<file path="src/rtl/imips_pkg.sv">
// rtl/imips_pkg.sv - sequencer state encoding and instruction field positions
package imips_pkg;

  typedef enum logic [2:0] {
    S_FETCH   = 3'd0,
    S_DECODE  = 3'd1,
    S_EXEC    = 3'd2,
    S_WAIT_IN = 3'd3,
    S_HALT    = 3'd4,
    S_STOP    = 3'd5
  } seq_state_t;

  localparam int OPC_HI   = 31;
  localparam int OPC_LO   = 26;
  localparam int FUNCT_HI = 4;
  localparam int FUNCT_LO = 0;
  localparam int OFFS_W   = 16;

  // Low instruction bits the next-PC logic looks at: jump target and branch offset.
  function automatic int ir_low_w(input int addr_w);
    return (addr_w > OFFS_W) ? addr_w : OFFS_W;
  endfunction

endpackage

</file>
<file path="src/rtl/instr_sequencer_pc_next.sv">
// rtl/instr_sequencer_pc_next.sv - combinational next-PC and link address selection
module pc_next
  import imips_pkg::*;
#(
  parameter int ADDR_W = 10,
  parameter int IR_W   = ir_low_w(ADDR_W)
) (
  input  logic [ADDR_W-1:0] pc_i,
  input  logic [IR_W-1:0]   ir_i,
  input  logic              jump_i,
  input  logic              branch_i,
  input  logic              cond_i,
  input  logic              jump_r_i,
  input  logic              flag_i,
  input  logic [ADDR_W-1:0] jr_target_i,
  output logic [ADDR_W-1:0] next_pc_o,
  output logic [ADDR_W-1:0] link_pc_o
);

  logic              taken;
  logic [ADDR_W-1:0] offs;

  assign taken     = !cond_i || flag_i;
  // Sign-extending cast also truncates when the address is narrower than the offset.
  assign offs      = ADDR_W'($signed(ir_i[OFFS_W-1:0]));
  assign link_pc_o = pc_i + ADDR_W'(1);

  always_comb begin
    next_pc_o = link_pc_o;
    if (jump_r_i) begin
      next_pc_o = jr_target_i;
    end else if (jump_i && taken) begin
      next_pc_o = ir_i[ADDR_W-1:0];
    end else if (branch_i && taken) begin
      next_pc_o = link_pc_o + offs;
    end
  end

endmodule

</file>
<file path="src/rtl/instr_sequencer.sv">
// rtl/instr_sequencer.sv - fetch/decode/exec sequencer holding pc and ir, with input/halt/stop stalls
module instr_sequencer
  import imips_pkg::*;
#(
  parameter int                ADDR_W    = 10,
  parameter logic [ADDR_W-1:0] BOOT_ADDR = '0
) (
  input  logic              clk,
  input  logic              rst_n,
  input  logic [31:0]       instr,
  output logic [ADDR_W-1:0] imem_addr,
  output logic [31:0]       ir,
  output logic [5:0]        opcode,
  output logic [4:0]        funct,
  input  logic              jump,
  input  logic              branch,
  input  logic              cond,
  input  logic              jumpR,
  input  logic              sleep,
  input  logic              haltOp,
  input  logic              inop,
  input  logic              flag,
  input  logic [ADDR_W-1:0] jr_target,
  input  logic              in_valid,
  input  logic              resume,
  output logic [ADDR_W-1:0] pc,
  output logic [ADDR_W-1:0] link_pc,
  output logic              exec_en,
  output logic              halted,
  output logic              stopped,
  output logic [2:0]        state_o
);

  localparam int IR_W = ir_low_w(ADDR_W);

  seq_state_t        state_q;
  logic [ADDR_W-1:0] pc_q;
  logic [31:0]       ir_q;
  logic [ADDR_W-1:0] next_pc;

  pc_next #(
    .ADDR_W (ADDR_W),
    .IR_W   (IR_W)
  ) u_pc_next (
    .pc_i        (pc_q),
    .ir_i        (ir_q[IR_W-1:0]),
    .jump_i      (jump),
    .branch_i    (branch),
    .cond_i      (cond),
    .jump_r_i    (jumpR),
    .flag_i      (flag),
    .jr_target_i (jr_target),
    .next_pc_o   (next_pc),
    .link_pc_o   (link_pc)
  );

  // The strobes come from the current ir in the same cycle, so the qualifier is decided combinationally.
  always_comb begin
    exec_en = 1'b0;
    case (state_q)
      S_EXEC:    exec_en = !sleep && (haltOp || !inop || in_valid);
      S_WAIT_IN: exec_en = in_valid;
      default:   exec_en = 1'b0;
    endcase
  end

  always_ff @(posedge clk or negedge rst_n) begin
    if (!rst_n) begin
      state_q <= S_FETCH;
      pc_q    <= BOOT_ADDR;
      ir_q    <= '0;
    end else begin
      case (state_q)
        S_FETCH: state_q <= S_DECODE;
        S_DECODE: begin
          ir_q    <= instr;
          state_q <= S_EXEC;
        end
        S_EXEC: begin
          if (sleep) begin
            state_q <= S_STOP;
          end else if (haltOp) begin
            pc_q    <= link_pc;
            state_q <= S_HALT;
          end else if (inop && !in_valid) begin
            state_q <= S_WAIT_IN;
          end else begin
            pc_q    <= next_pc;
            state_q <= S_FETCH;
          end
        end
        S_WAIT_IN: begin
          if (in_valid) begin
            pc_q    <= link_pc;
            state_q <= S_FETCH;
          end
        end
        S_HALT: begin
          if (resume) begin
            state_q <= S_FETCH;
          end
        end
        S_STOP:  state_q <= S_STOP;
        default: state_q <= S_FETCH;
      endcase
    end
  end

  assign imem_addr = pc_q;
  assign pc        = pc_q;
  assign ir        = ir_q;
  assign opcode    = ir_q[OPC_HI:OPC_LO];
  assign funct     = ir_q[FUNCT_HI:FUNCT_LO];
  assign halted    = (state_q == S_HALT);
  assign stopped   = (state_q == S_STOP);
  assign state_o   = state_q;

endmodule

</file>
<file path="config.mk">
export PLATFORM = sky130hd
export DESIGN_NAME = instr_sequencer
export DESIGN_NICKNAME = d
export VERILOG_FILES = /design/src/rtl/imips_pkg.sv /design/src/rtl/instr_sequencer_pc_next.sv /design/src/rtl/instr_sequencer.sv
export SDC_FILE = /design/constraint.sdc
export NUM_CORES = 1
export LEC_CHECK = 0
export CAP_MARGIN = 20
export CORE_UTILIZATION = 30
export DETAILED_ROUTE_END_ITERATION = 10
export GPL_TIMING_DRIVEN = 0
export PLACE_DENSITY = 0.68
export SYNTH_ARGS = -nofsm -noshare
export SYNTH_HDL_FRONTEND = slang
export SYNTH_HIERARCHICAL = 1
export SYNTH_SLANG_ARGS = --single-unit
</file>
<file path="constraint.sdc">
create_clock -name clk -period 3.06 [get_ports clk]
set_input_delay 0.918 -clock clk [delete_from_list [all_inputs] [get_ports clk]]
set_output_delay 0.918 -clock clk [all_outputs]
set_load 0.05 [all_outputs]
</file>
==> qor.txt <==
Final GP Congestion = 0.860
Seq/Total Area, Yosys = 35.1%
DR vias/cell = 4.90
FF-to-FF setup slack = 0.07 ns
Unique cell type count in the Yosys netlist = 54
Status = finished, final reports clean
Critical Path Sink Type = flip-flop
Arr. time, crit path = 3.18 ns
Post-synth top area share = 35.1%
Most instantiated cells after synthesis = dfrtp_1 (45), mux2_2 (33), nand2_1 (31)
First-pass GRT wire length = 15.1 mm
Max-slew violations = 0
Asr flop ratio synth = 100%
Final worst path period share = 97.7%
Worst Hold Class = reg -> reg
Full die area = 11100 µm²
I/O Pins = 133
F_max = 0.334 GHz
Hold_buf cts = 0
Htree depth = 2
Clk sinks = 45
Die height = 105 µm
Mapped Nets = 377
DP HPWL = 7.08 mm
R2R Path Start = imem_addr[5]$_DFFE_PN0P_
Dpl cells = 581
Syn_area_per_cell = 10.3 µm²
Nets = 534
Drt initial violations = 82
DRC viols = 0
Crit Path Class = reg -> reg
Max FO, Critical Path = 4
Reg2reg path depth = 14
Input/output buffers = 132
Clock latency at the later pin of the worst-skew pair = 0.30 ns
Layout Cells excl Fill = 606
Post-synth EDFFs = 0
Clock Skews = 0.00894 ns
Cts bufs inserted = 5
Core Area = 10300 µm²
Slew headroom = 62.0%
Mapped Area = 3210 µm²
CP startpoint = imem_addr[5]$_DFFE_PN0P_
WL/cell = 15.5 µm
CTS tree = built
Worst Setup Start Kind = flip-flop
Setup crit end = imem_addr[9]$_DFFE_PN0P_
RSZ-0062 raised after global routing = true
Synth top area cells = dfrtp_1 (35%), mux2_2 (12%), buf_4 (5.1%)
Final Hold Vio Count = 0
Syn Inst Count = 312
Reg2reg end = imem_addr[9]$_DFFE_PN0P_
Fin crit period = 2.99 ns
Slew @ Worst Pin = 0.571 ns
Worst path required time = 3.25 ns
Area grow syn2layout = 63.3%
Initial antenna violation count = 0
Top-count cell post-synth = dfrtp_1
DRT antenna net count = 0
Drt first pass iters = 4
GRT Overall Usage = 17.2%
Setup Viol. Count Final = 0
Ant. Diodes = 0
Vias in the first global route = 3066
Post-layout util = 50.7%
Layout cells sized above 1 = 30.9%
Pin count of the biggest net entering global routing = 27
Bufs on Longest Clock Path = 2
Chip width = 105 µm
Cell taking the most area after synthesis = dfrtp_1
Site Rows = 37
Yosys reg bits = 45
Initial Util = 31.1%
CTS clk-pin slew, worst paths = 0.10 ns
Maxcap violations = 0
Via count = 2969
Ys Warns = 6
Root Buffer = clkbuf_8
Top FF cell, synth = dfrtp_1
Remaining global-route overflow = 0
Final wirelength = 9.37 mm
-- metrics by stage --
stage | setup WS (ns) | setup TNS (ns) | hold WS (ns) | area (µm²)
5_1_grt | -0.0927 | -0.122 | 0.540 | 5240
2_1_floorplan | -0.232 | -0.505 | 0.622 | 3390
3_3_place_gp | -0.825 | -19.76 | 0.467 | 4880
4_1_cts | 0.000656 | 0 | 0.515 | 5070
6_report | 0.0698 | 0 | 0.504 | 5240
3_5_place_dp | -0.833 | -1.12 | 0.484 | 4900
-- worst min-delay path by stage --
stage	startpoint	end	cells after the start
after CTS	ir[23]$_DFFE_PN0N_	ir[23]$_DFFE_PN0N_	1
final	ir[23]$_DFFE_PN0N_	ir[23]$_DFFE_PN0N_	1
after global routing	ir[12]$_DFFE_PN0N_	ir[12]$_DFFE_PN0N_	1
after global placement	ir[23]$_DFFE_PN0N_	ir[23]$_DFFE_PN0N_	1
after floorplan	rst_n	imem_addr[4]$_DFFE_PN0P_	0
after detailed placement	ir[23]$_DFFE_PN0N_	ir[23]$_DFFE_PN0N_	1
-- critical path: stages, from the launching register on --
cell      delay, ns
dfrtp_2        0.45
and4_4         0.25
and3_4         0.22
nand2_4        0.07
xnor2_4        0.21
ha_4           0.24
a21o_1         0.19
o21bai_1       0.16
a22o_1         0.19
nor4_2         0.21
xnor2_1        0.17
a21oi_1        0.09
nand2b_1       0.10
o211ai_1       0.08
mux2_4         0.26
-- kinds of logic after synthesis --
kind of cell,count (synthesis),share of synthesized area [%]
buf+inv,43,9.01
flops,45,35.1
fa+ha+maj,11,4.52
compound gates,61,13.4
mux,44,16.5
simple gates,93,17.2
xor+xnor,15,4.33
-- cells in the final DEF, fill, tap and decap left out, types with 5 or more instances in the layout --
cell and count:
xnor2_4 6, nand4b_1 11, clkdlybuf4s50_1 117, o211ai_1 14, buf_4 39, nor2_1 12
mux2_4 9, clkbuf_8 6, mux2_2 33, nand2_1 30, dfrtp_1 37, ha_4 5
nand3_1 5, a21oi_1 7, dlygate4sd2_1 7, buf_6 5, clkbuf_1 6, nand2b_1 13
o21ai_0 18
-- area by class of cell --
| type | instances | area [µm²] |
|---|---|---|
| Fill cell | 938 | 5080 |
| Multi-Input combinational cell | 224 | 2050 |
| Timing Repair Buffer | 151 | 1470 |
| Sequential cell | 45 | 1150 |
| Buffer | 37 | 267 |
| Tap cell | 136 | 170 |
| Clock buffer | 6 | 82.6 |
| Clock inverter | 2 | 37.5 |
| Inverter | 5 | 18.8 |
-- metal layers --
metal	track usage [%]	vias up	wire length (µm)	share of wire, %
met3	5.81	8	837	8.9
li1	-	1418	-	-
met4	3.92	0	81	0.86
met2	29.3	112	4540	48
met5	0	-	0	0
met1	20.8	1431	3910	42
-- repair_timing --
action                     in CTS  in global routing
pin swaps                       4                  3
resized for setup              25                 20
setup buffers                   8                 10
setup endpoints to repair      13                 12
-- sequential cells by signal (all words and copies together) (netlist names) --
name,flops
ir,32
state_o,3
imem_addr,10
Power is not shown: default switching activity piles up to over one toggle a cycle in this logic, so the estimate is an artifact.
